File: src/rtl/fma_operand_classify.sv
`default_nettype none
// +--------------------------------------------------------------------------+
// | fma_operand_classify : two-stage X/Y/Z special-case classifier for FMA   |
// | Rev 1.0                                                                  |
// +--------------------------------------------------------------------------+
module fma_operand_classify #(
   parameter int FLEN = 64,
   parameter int NE   = 11
) (
   input  logic            clk,
   input  logic            reset_n,
   input  logic            in_valid,
   output logic            in_ready,
   input  logic [FLEN-1:0] x,
   input  logic [FLEN-1:0] y,
   input  logic [FLEN-1:0] z,
   input  logic [2:0]      frm,
   output logic            out_valid,
   input  logic            out_ready,
   output logic            xsign,
   output logic            ysign,
   output logic            zsign,
   output logic            xinf,
   output logic            yinf,
   output logic            inf,
   output logic            nan,
   output logic            snan,
   output logic            invalid,
   output logic            killprod,
   output logic            rm
);

   localparam int NF = FLEN - NE - 1;

   logic [2:0][FLEN-1:0] ops;
   logic [2:0] sign_d, expmax_d, expzero_d, fraczero_d, fracmsb_d;
   logic [2:0] s1_sign_q, s1_expmax_q, s1_expzero_q, s1_fraczero_q, s1_fracmsb_q;
   logic       s1_rm_q, s1_valid_q, s2_valid_q;
   logic       s2_adv, s1_adv;

   assign ops = {z, y, x};

   for (genvar g = 0; g < 3; g++) begin : g_dec
      assign sign_d[g]     = ops[g][FLEN-1];
      assign expmax_d[g]   = &ops[g][FLEN-2:NF];
      assign expzero_d[g]  = ~|ops[g][FLEN-2:NF];
      assign fraczero_d[g] = ~|ops[g][NF-1:0];
      assign fracmsb_d[g]  = ops[g][NF-1];
   end

   logic [2:0] opinf, opnan, opsnan, opzero;
   logic       inf_d, nan_d, snan_d, invalid_d, killprod_d;

   always_comb begin
      opinf      = s1_expmax_q & s1_fraczero_q;
      opnan      = s1_expmax_q & ~s1_fraczero_q;
      opsnan     = opnan & ~s1_fracmsb_q;
      opzero     = s1_expzero_q & s1_fraczero_q;
      inf_d      = |opinf;
      nan_d      = |opnan;
      snan_d     = |opsnan;
      killprod_d = opzero[0] | opzero[1];
      // inf*0 and inf-inf are raised independently of whether Z is a quiet NaN
      invalid_d  = snan_d
                 | (opinf[0] & opzero[1])
                 | (opinf[1] & opzero[0])
                 | ((opinf[0] | opinf[1]) & opinf[2] & (^s1_sign_q) & ~opnan[0] & ~opnan[1]);
   end

   // Combinational ready: a stalled consumer back-pressures straight to the input
   assign s2_adv    = ~s2_valid_q | out_ready;
   assign s1_adv    = ~s1_valid_q | s2_adv;
   assign in_ready  = s1_adv;
   assign out_valid = s2_valid_q;

   always_ff @(posedge clk or negedge reset_n) begin
      if (!reset_n) begin
         s1_valid_q    <= 1'b0;
         s1_sign_q     <= '0;
         s1_expmax_q   <= '0;
         s1_expzero_q  <= '0;
         s1_fraczero_q <= '0;
         s1_fracmsb_q  <= '0;
         s1_rm_q       <= 1'b0;
      end else begin
         if (s1_adv) s1_valid_q <= in_valid;
         if (in_valid & s1_adv) begin
            s1_sign_q     <= sign_d;
            s1_expmax_q   <= expmax_d;
            s1_expzero_q  <= expzero_d;
            s1_fraczero_q <= fraczero_d;
            s1_fracmsb_q  <= fracmsb_d;
            s1_rm_q       <= (frm == 3'b010);
         end
      end
   end

   always_ff @(posedge clk or negedge reset_n) begin
      if (!reset_n) begin
         s2_valid_q <= 1'b0;
         xsign      <= 1'b0;
         ysign      <= 1'b0;
         zsign      <= 1'b0;
         xinf       <= 1'b0;
         yinf       <= 1'b0;
         inf        <= 1'b0;
         nan        <= 1'b0;
         snan       <= 1'b0;
         invalid    <= 1'b0;
         killprod   <= 1'b0;
         rm         <= 1'b0;
      end else begin
         if (s2_adv) s2_valid_q <= s1_valid_q;
         if (s1_valid_q & s2_adv) begin
            xsign    <= s1_sign_q[0];
            ysign    <= s1_sign_q[1];
            zsign    <= s1_sign_q[2];
            xinf     <= opinf[0];
            yinf     <= opinf[1];
            inf      <= inf_d;
            nan      <= nan_d;
            snan     <= snan_d;
            invalid  <= invalid_d;
            killprod <= killprod_d;
            rm       <= s1_rm_q;
         end
      end
   end

endmodule
`default_nettype wire

File: config.mk
export PLATFORM = sky130hd
export DESIGN_NAME = fma_operand_classify
export DESIGN_NICKNAME = d
export VERILOG_FILES = /design/src/rtl/fma_operand_classify.sv
export SDC_FILE = /design/constraint.sdc
export NUM_CORES = 1
export LEC_CHECK = 0
export ABC_CLOCK_PERIOD_IN_PS = 1750
export CORE_ASPECT_RATIO = 1.75
export CORE_MARGIN = 2
export CORE_UTILIZATION = 25
export CTS_BUF_LIST = sky130_fd_sc_hd__clkbuf_16
export CTS_CLUSTER_DIAMETER = 60
export DETAILED_ROUTE_END_ITERATION = 6
export PLACE_DENSITY = 0.82
export RECOVER_POWER = 100
export SLEW_MARGIN = 25
export SYNTH_ARGS = -nofsm -noshare
export SYNTH_HDL_FRONTEND = slang
export SYNTH_SLANG_ARGS = --single-unit
File: constraint.sdc
create_clock -name clk -period 1.75 [get_ports clk]
set_clock_uncertainty 0.05 [all_clocks]
set_input_delay 0.4375 -clock clk [delete_from_list [all_inputs] [get_ports clk]]
set_output_delay 0.4375 -clock clk [all_outputs]
set_load 0.05 [all_outputs]
======== Word-level counts from Yosys, hierarchy flattened ========
Index checks and enable logic that the tools add are counted.
storage, ports and cells
  latch bits .............................. 0
  output and inout bits ................... 13
  register bits ........................... 28
  bits in read-only memories .............. 0
  word-level logic and storage cells ...... 62
  memories kept ........................... 0
  input bits .............................. 199
  memory bits (writable) .................. 0
cells by class
  eq/ne operators ......................... 1
  bitwise logic cells ..................... 25
  div/mod/pow operators ................... 0
  magnitude comparators ................... 0
  muxes and demuxes ....................... 0
  add/subtract/negate cells ............... 0
  reduce and logical (&&, ||, !) cells .... 17
  shifts and indexed selects .............. 0
  $mul .................................... 0
operator list
  kind                number
  $reduce_or 52->1    3
  $reduce_and 11->1   3
  $reduce_or 11->1    2
  $and 3x3->3         3
  $reduce_or 3->1     3
  $and 1x1->1         8
  $or 1x1->1          7
  $not 3->3           2
  $logic_not 1->1     5
  $not 1->1           4
  $eq 3x2->1 const B  1
  $reduce_xor 3->1    1
  $and 2x2->2         1

======== Longest topological paths before layout ========
Gate-level depths: netlist of the first run.
  word-level depth ........................ 7
  depth in mapped cells ................... 5
  depth with buffers taken out ............ 4

======== Worst setup path before layout of the first run ========
OpenSTA, ideal clock, no wires.
  kind .................................... reg-to-reg
  from .................................... register s2_valid_q (netlist: out_valid)
  to ...................................... register s1_expzero_q[0]
  buffers on the path ..................... 1
  required time ........................... 1.590 ns
  period minus slack after synthesis ...... 2.133 ns
  library setup time ...................... 0.110 ns
  slack ................................... -0.383 ns
  cell stages (with the launch flop) ...... 6
  arrival time ............................ 1.972 ns
  path through ............................ dfrtp_1 nand3b_1 nand2_1 clkbuf_1 nand2_1 o41ai_1
between the ends
  longest elaborated chain between the ends .. 4
ends and longest elaborated chain
  what                    RTL line  text
  from (decl)             38        logic s1_rm_q, s1_valid_q, s2_valid_q;
  from (signal assigned)  113       if (s2_adv) s2_valid_q <= s1_valid_q;
  $not 1->1               71        assign s2_adv = ~s2_valid_q | out_ready;
  $or 1x1->1              71
  $or 1x1->1              72        assign s1_adv = ~s1_valid_q | s2_adv;
  net in_ready            13        output logic in_ready,
  $and 1x1->1             87        if (in_valid & s1_adv) begin
  to (signal assigned)    90        s1_expzero_q <= expzero_d;
  to (decl)               37        logic [2:0] s1_sign_q, s1_expmax_q, s1_expzero_q, s1_fraczero_q, s1_fracmsb_q;
The timed path passes the listed nets, and every way through them passes these cells.
A chain may end at the register's enable or synchronous reset.

======== Worst setup path in the final report of the first run ========
  from .................................... input out_ready
  to ...................................... output in_ready
between the ends
  longest elaborated chain between the ends .. 2
ends and longest elaborated chain
  what         RTL line  text
  from (decl)  19        input logic out_ready,
  $or 1x1->1   71
  $or 1x1->1   72
  to (decl)    13
Every way passes these cells.

==> impl_metrics.py, run 1 <==
metrics = {
    "logic_synthesis": {
        "syn-cell-area_um2": 1570,
        "syn-num-nets": 383,
        "async_flop_share_pct": 100,
        "synth_ff_type": "dfrtp_1",
        "synth_cells": 184,
        "syn_avg_cell_area_um2": 8.54,
        "yosys_warnings": 0,
        "yosysTopAreaCell": "dfrtp_1",
        "synth_edf_count": 0,
        "yosysSeqAreaShare_pct": 44.6,
        "synth_top_area_share_pct": 44.6,
        "synthTopCellsByArea": "dfrtp_1 (45%), nor4_1 (18%), nand2_1 (9.8%), nand4_1 (6.0%), o41ai_1 (2.8%)",
        "ys_seq_elements": 28,
        "yosysUniqueCellTypes": 27,
    },
    "power": {
        "power_frac_seq_pct": 33.6,
        "clkPwrFrac_pct": 30.6,
        "ir_worst_vdd_v": 0.000384,
        "p_comb_share_pct": 35.8,
        "cellPowerDensity_nw_per_um2": 560,
        "intPower_w": 0.00164,
        "cellLeakagePower_nw": 1.48,
        "power.switching_w": 0.000551,
        "switching_share_pct": 25.2,
        "p_total_w": 0.00219,
    },
    "die": {
        "io_pins": 212,
        "core_um2": 6130,
        "std_cell_rows": 38,
        "die_w_um": 63.9,
        "dieArea_um2": 6960,
        "start_util_pct": 25.6,
        "chipHeight_um": 109,
    },
    "critical_path": {
        "critPathKind": "primary input to output pin",
        "cp-end-kind": "output pin",
        "reg2regPathDepth": 4,
        "worstPathRequired_ps": 1260,
        "worstPathMaxFanout": 2,
        "critPathLaunchType": "primary input",
        "r2r_slack_ps": 180,
        "r2r_start": "s1_fraczero_q[0]",
        "r2r-end": "invalid",
        "critical_path_arrival_ps": 1180,
    },
    "hold_path": {
        "hp-class": "flip-flop to flip-flop",
        "hold_start": "ysign",
        "hold_depth": 2,
        "min_to": "ysign",
    },
    "drt": {
        "drtPass1Iterations": 4,
        "drc": 0,
        "ant_nets": 0,
        "routedWlPerCell_um": 14.8,
        "route.vias.total": 2370,
        "drt_iter0_markers": 91,
        "wirelength_um": 7220,
        "viasPerCell": 4.85,
    },
    "final_layout": {
        "areaGrowthSynthToFinish_pct": 149,
        "fin_cells": 489,
        "final_cell_mix": "clkdlybuf4s50_1 (196), nor4_1 (44), nand2_1 (41), dfrtp_1 (28), nand4_1 (15)",
        "layout_commonest_cell": "clkdlybuf4s50_1",
        "n_antenna_cell": 0,
        "n_fill_cell": 546,
        "final_nets": 609,
        "postLayoutCoreUtil_pct": 63.8,
        "drive_gt1_share_pct": 5.87,
        "final_area_um2": 3910,
    },
    "place": {
        "placed_cells": 483,
        "place_hpwl_um": 6520,
        "io_buffers": 211,
        "placed_area_um2": 3890,
        "place_ws_ps": -269,
        "place_congestion": 0.875,
    },
    "status": {
        "run_status": "completed",
    },
    "global_routing": {
        "antenna_found_initial": 0,
        "grt_pass1_wl_um": 11000,
        "grt_use_met3_pct": 3.20,
        "overflow": 0,
        "gr-usage-met2_pct": 36.7,
        "grt.total_usage_pct": 20.2,
        "grt_pass1_vias": 2372,
        "gr-max-usage-layer": "met2",
        "grt_max_degree": 29,
        "grt_use_met1_pct": 23.9,
    },
    "clock_tree": {
        "cts_buffers": 3,
        "cts_root_buf": "clkbuf_16",
        "cts_htree_levels": 1,
        "cts_buffer_depth": 2,
        "cts_hold_buf": 0,
        "insertion_delay_ps": 260,
        "path_clk_slew_ps": 70,
        "clkSinkCount": 28,
        "tritoncts": "done",
    },
    "timing": {
        "finalSetupViolations": 0,
        "final_max_slew_viol_count": 0,
        "rsz0062_at_grt": "no",
        "clock.fmax_ghz": 0.600,
        "fin_ws_ps": 84.0,
        "finalHoldViolCount": 0,
        "fin_crit_ps": 1670,
        "worst_pin_slew_ps": 680,
        "period_share_pct": 95.2,
        "slew-limit-headroom_pct": 54.6,
    },
    "flow_run": {
        "maxCapViolCount": 0,
    },
}
worst max path at each step:
stage | startpoint | to
2_1_floorplan | out_valid | s1_fracmsb_q[0]
3_3_place_gp | out_ready | invalid
3_5_place_dp | out_ready | invalid
4_1_cts | x[33] | s1_fraczero_q[0]
5_1_grt | x[15] | s1_fraczero_q[0]
6_report | out_ready | in_ready
registers in the layout, summed over array words and instances (netlist names), 2 cells and up:
register and flops:
s1_expmax_q 3, s1_fracmsb_q 3, s1_fraczero_q 3, s1_sign_q 3, s1_expzero_q 2
layout make-up:
class                      count  area, um2  share of cell area, %
clock buffer                   3       75.1                   1.92
clock inverter                 1       30.0                  0.768
inverter                       1       3.75                 0.0959
multi-input combinational    151        858                   21.9
sequential                    28        701                   17.9
tap                           80        100                   2.56
timing repair buffer         225       2140                   54.8
timing repair:
| action | 4_1_cts | 5_1_grt |
|---|---|---|
| setup buffers | 2 | 0 |
| gates resized for setup | 3 | 0 |
| endpoints found under the setup margin | 1 | 0 |
worst max-delay path, cell delays in order:
cell and delay (ps):
dlygate4sd2_1 240, nand3b_1 170, clkbuf_1 120, clkbuf_4 210
routing by layer:
layer	up-vias	routed length, um
li1	1172	-
met3	4	408
met4	0	78
met5	-	0
met2	100	4000
met1	1094	2740
cell families (layout without fill, tap and decap cells):
logic type / Yosys count / after routing / share of synthesized area, %
AOI/OAI and AO/OA: 19 / 19 / 8.28
xor gates and xnor gates: 2 / 2 / 1.11
buffers and inverters: 5 / 230 / 1.27
DFF: 28 / 28 / 44.6
muxes: 3 / 3 / 2.15
and+or+nand+nor: 127 / 127 / 42.6
power by group through the flow:
stage          clock [W]  combinational, W  sequential (W)
2_1_floorplan          0          0.000128        0.000859
3_5_place_dp           0          0.000845        0.000753
5_1_grt         0.000710          0.000837        0.000742
6_report        0.000671          0.000784        0.000735
3_3_place_gp           0          0.000834        0.000750
4_1_cts         0.000683          0.000854        0.000740
synth_stat cells (all sizes together) (2+ instances only):
cell and count:
and2 3, nand4 15, nor4 44, o41ai 5, nor2 8, mux2 3
nand2b 3, or2b 2, nand3 8, o21ai 7, dfrtp 28, nand2 41
clkbuf 3
stage by stage:
step	hold slack, ps	setup TNS, ps
final	424	0
after detailed placement	414	-1790
after global routing	451	0
after floorplan	91.9	-567
after CTS	430	0
after global placement	409	-1250
Power figures use the tool's default switching activity.
==> run 2: changes to the inputs <==
Settings changed: CORE_ASPECT_RATIO 1.75 to default, CORE_MARGIN 2 to 1.5.
==> run 2 against run 1 <==
Critical path depth is the same. Sequential share of layout area is essentially flat. Clock-buffer cell count is the same. Register-to-register slack gained 30 ps. Hold slack gained 6.3 ps. Sequential cell count is the same. Sequential power grew 0.7%.
==> impl_metrics.py, run 2 (same netlist as run 1, synthesis figures left out) <==
metrics = {
    "place": {
        "placed_area_um2": 3910,
        "place_hpwl_um": 6570,
        "io_buffers": 211,
        "placed_cells": 481,
        "place_congestion": 0.793,
    },
    "critical_path": {
        "path_buf_inv": 3,
        "critPathKind": "primary input to output pin",
        "critical_path_arrival_ps": 1220,
        "worstPathMaxFanout": 2,
        "cp_cell_sequence": "dlygate4sd2_1 > nand3b_1 > clkbuf_1 > clkbuf_4",
        "worstPathRequired_ps": 1260,
        "critPathLaunchType": "primary input",
        "slowest_stage": "dlygate4sd2_1",
        "cp_top_family": "buffers and inverters",
        "cp-end-kind": "output pin",
        "max_stage_delay_ps": 250,
    },
    "drt": {
        "wirelength_um": 7270,
        "route.vias.total": 2365,
        "viasPerCell": 4.87,
        "routedWlPerCell_um": 15.0,
        "drc": 0,
        "ant_nets": 0,
        "drt_iter0_markers": 103,
        "drtPass1Iterations": 4,
    },
    "die": {
        "dieArea_um2": 6770,
        "core_um2": 5990,
        "io_pins": 212,
        "die_w_um": 82.3,
        "std_cell_rows": 28,
        "start_util_pct": 26.2,
        "chipHeight_um": 82.3,
    },
    "final_layout": {
        "areaGrowthSynthToFinish_pct": 149,
        "final_area_um2": 3910,
        "n_antenna_cell": 0,
        "drive_gt1_share_pct": 6.81,
        "fin_cells": 486,
        "layout_commonest_cell": "clkdlybuf4s50_1",
        "final_nets": 611,
        "final_cell_mix": "clkdlybuf4s50_1 (196), nor4_1 (44), nand2_1 (41), dfrtp_1 (28), nand4_1 (15)",
    },
    "global_routing": {
        "grt_max_degree": 29,
        "grt.total_usage_pct": 21.2,
        "grt_pass1_vias": 2481,
        "antenna_found_initial": 0,
        "overflow": 0,
        "grt_pass1_wl_um": 11000,
    },
    "power": {
        "p_total_w": 0.00206,
        "ir_worst_vdd_v": 0.000432,
        "cellPowerDensity_nw_per_um2": 526,
        "cellLeakagePower_nw": 1.52,
    },
    "flow_run": {
        "maxCapViolCount": 0,
    },
    "clock_tree": {
        "insertion_delay_ps": 260,
        "cts_htree_levels": 1,
        "cts_buffer_depth": 2,
        "tritoncts": "done",
        "path_clk_slew_ps": 70,
        "cts_hold_buf": 0,
        "cts_root_buf": "clkbuf_16",
        "clkSinkCount": 28,
        "cts_buffers": 3,
    },
    "timing": {
        "worst_pin_slew_ps": 693,
        "fin_crit_ps": 1700,
        "slew-limit-headroom_pct": 53.8,
        "finalSetupViolations": 0,
        "holdWs_ps": 431,
        "clock.fmax_ghz": 0.587,
        "rsz0062_at_grt": "no",
        "finalHoldViolCount": 0,
        "final_max_slew_viol_count": 0,
        "period_share_pct": 97.3,
    },
    "hold_path": {
        "hp-class": "flip-flop to flip-flop",
    },
    "status": {
        "run_status": "completed",
    },
}
run 2: cell count changes in the layout (fill, tap and decap cells not counted), sizes merged:
cell and change:
clkinv +1, bufinv -1, buf +3, dlymetal6s2s +2, clkbuf -3
run 2: worst paths after layout:
| check | slack (ps) | start | end | cells past startpoint |
|---|---|---|---|---|
| worst max register to register | 210 | out_valid | invalid | 4 |
| worst min register to register | 430 | s1_rm_q | rm | 2 |
| worst max-delay path | 50 | out_ready | in_ready | 4 |
| max in group asynchronous | 490 | reset_n | s1_expzero_q[0] | 2 |
| worst min-delay path | 430 | s1_rm_q | rm | 2 |
| min in group asynchronous | 720 | reset_n | out_valid | 2 |
run 2: stage by stage:
stage               util [%]  setup WS (ps)  TNS (ps)
finish                  65.3           46.6         0
global route            65.3           10.1         0
CTS                     66.8            113         0
detailed placement      65.3           -305     -1510
global placement        65.3           -253     -1120
floorplan                  -           -154      -567
run 2: report_power, final:
part / switching (W) / internal (W)
logic: 0.000302 / 0.000494
registers: 0.0000377 / 0.000702
clock network: 0.000215 / 0.000306
total: 0.000555 / 0.00150
run 2: area by class of cell:
class                           instances  area, um2
Timing Repair Buffer                  227       2180
Clock inverter                          1       3.75
Clock buffer                            3       75.1
Inverter                                1       3.75
Fill cell                             484       2080
Tap cell                               75       93.8
Multi-Input combinational cell        151        851
Sequential cell                        28        701
run 2: what timing repair did:
item,in CTS,in global routing
setup buffers,1,0
endpoints found under the setup margin,2,0
hold endpoints to repair,0,0
gates resized for setup,2,0
run 2: worst register-to-register path: cells and delay by family (launching register included):
| family | cells | cell delay (ps) |
|---|---|---|
| simple gates | 3 | 600 |
| flops | 1 | 440 |
| compound gates | 1 | 350 |
run 2: layer usage:
metal	GRT usage (%)	vias to the layer above	part of all wire [%]
li1	-	1176	-
met1	25.5	1083	38
met2	39.4	100	55
met3	3.41	6	6.1
met4	3.90	0	0.69
met5	0	-	0
==> run 3: changes to the inputs <==
Settings changed: RECOVER_POWER 100 to 25.
==> run 3 against run 2 <==
Register-to-register slack barely moved. Cell count is the same. Fmax increased by 2.6%. Highest routed layer unchanged.
==> impl_metrics.py, run 3 (same netlist as run 1, synthesis figures left out) <==
metrics = {
    "status": {
        "run_status": "completed",
    },
    "drt": {
        "drtPass1Iterations": 4,
        "route.vias.total": 2361,
        "ant_nets": 0,
        "routedWlPerCell_um": 14.9,
        "route.top_layer_used": "met4",
        "viasPerCell": 4.86,
        "wirelength_um": 7240,
        "met2WireLength_um": 4020,
        "met1_length_um": 2730,
        "drt_iter0_markers": 81,
        "drc": 0,
        "dr_wl_met3_um": 431,
    },
    "clock_tree": {
        "tritoncts": "done",
        "cts_buffers": 3,
        "cts_hold_buf": 0,
        "path_clk_slew_ps": 70,
        "cts_buffer_depth": 2,
        "insertion_delay_ps": 260,
        "clkSinkCount": 28,
        "cts_root_buf": "clkbuf_16",
        "cts_htree_levels": 1,
    },
    "die": {
        "dieArea_um2": 6770,
        "std_cell_rows": 28,
        "io_pins": 212,
        "die_w_um": 82.3,
        "start_util_pct": 26.2,
        "core_um2": 5990,
        "chipHeight_um": 82.3,
    },
    "final_layout": {
        "n_antenna_cell": 0,
        "fin_cells": 486,
        "drive_gt1_share_pct": 9.49,
        "n_fill_cell": 461,
        "final_cell_mix": "clkdlybuf4s50_1 (196), nor4_1 (44), nand2_1 (40), dfrtp_1 (27), buf_4 (21)",
        "layout_commonest_cell": "clkdlybuf4s50_1",
        "final_area_um2": 4000,
        "areaGrowthSynthToFinish_pct": 154,
        "final_nets": 611,
    },
    "timing": {
        "holdWs_ps": 428,
        "clock.fmax_ghz": 0.602,
        "worst_pin_slew_ps": 685,
        "rsz0062_at_grt": "no",
        "slew-limit-headroom_pct": 54.4,
        "finalHoldViolCount": 0,
        "period_share_pct": 94.9,
        "finalSetupViolations": 0,
        "fin_crit_ps": 1660,
        "final_max_slew_viol_count": 0,
        "tns_ps": 0,
    },
    "critical_path": {
        "cp-end-kind": "output pin",
        "worstPathRequired_ps": 1260,
        "critPathKind": "primary input to output pin",
        "critical_path_arrival_ps": 1170,
        "worstPathMaxFanout": 2,
        "startpoint": "out_ready",
        "r2r_start": "out_valid",
        "critPathLaunchType": "primary input",
    },
    "power": {
        "clkPwrFrac_pct": 24.4,
        "p_comb_share_pct": 40.3,
        "switching_share_pct": 26.4,
        "power.switching_w": 0.000560,
        "ir_worst_vdd_v": 0.000466,
        "cellPowerDensity_nw_per_um2": 530,
        "cellLeakagePower_nw": 1.54,
        "intPower_w": 0.00156,
        "power_frac_seq_pct": 35.3,
    },
    "hold_path": {
        "hold_start": "s1_rm_q",
        "hp-class": "flip-flop to flip-flop",
    },
    "place": {
        "placed_cells": 481,
        "placed_area_um2": 3910,
        "place_hpwl_um": 6570,
        "place_congestion": 0.793,
        "io_buffers": 211,
    },
    "global_routing": {
        "grt_max_degree": 29,
        "antenna_found_initial": 0,
        "grt.total_usage_pct": 21.2,
        "overflow": 0,
        "grt_pass1_wl_um": 11000,
        "grt_pass1_vias": 2481,
    },
    "flow_run": {
        "maxCapViolCount": 0,
    },
}
-- run 3: cell types whose count changed in the layout (fill, tap and decap cells not counted), moves of 2 or more --
cell | previous run | this run
clkbuf_2 | 10 | 1
dlymetal6s2s_1 | 3 | 0
and2_0 | 2 | 0
buf_12 | 1 | 5
buf_4 | 8 | 21
clkbuf_1 | 4 | 0
and2_1 | 1 | 3
-- run 3: worst max-delay path, cell delays in order --
cell	delay [ps]
dlygate4sd2_1	250
nand3b_1	200
buf_6	150
buf_12	140
-- run 3: what timing repair did --
action,in CTS,in global routing
gates resized for setup,2,0
setup endpoints to repair,2,0
buffers inserted,1,0
-- run 3: path summary, 6_finish.rpt --
| kind | end | slack [ps] | depth (start not counted) |
|---|---|---|---|
| worst max register to register | invalid | 220 | 4 |
| worst max-delay path | in_ready | 90 | 4 |
| min in group asynchronous | s1_valid_q | 720 | 2 |
| worst min-delay path | rm | 430 | 2 |
| worst min register to register | rm | 430 | 2 |
| max in group asynchronous | out_valid | 460 | 2 |
-- run 3: cell type report --
class,count,area (um2),share of cell area (%)
Timing Repair Buffer,227,2260,56.6
Clock buffer,3,75.1,1.88
Tap cell,75,93.8,2.35
Sequential cell,28,702,17.6
Inverter,1,3.75,0.0939
Multi-Input combinational cell,151,857,21.4
Clock inverter,1,3.75,0.0939
-- run 3: routing by layer --
layer / global-route usage [%] / vias up
met5: 0 / -
met4: 3.90 / 0
met3: 3.41 / 8
met2: 39.4 / 104
met1: 25.5 / 1074
li1: - / 1175
-- run 3: power groups by stage --
stage / clock [W] / combinational, W / sequential, W
after floorplan: 0 / 0.000128 / 0.000859
after global placement: 0 / 0.000841 / 0.000756
after detailed placement: 0 / 0.000853 / 0.000760
after CTS: 0.000527 / 0.000861 / 0.000748
after global routing: 0.000552 / 0.000912 / 0.000754
final: 0.000517 / 0.000853 / 0.000747
-- run 3: per-stage QoR --
step | total power [W] | util (%) | setup slack [ps]
after detailed placement | 0.00161 | 65.3 | -305
after CTS | 0.00214 | 66.8 | 113
after floorplan | 0.000987 | - | -154
after global routing | 0.00222 | 66.7 | 10.1
final | 0.00212 | 66.7 | 89.7
after global placement | 0.00160 | 65.3 | -253
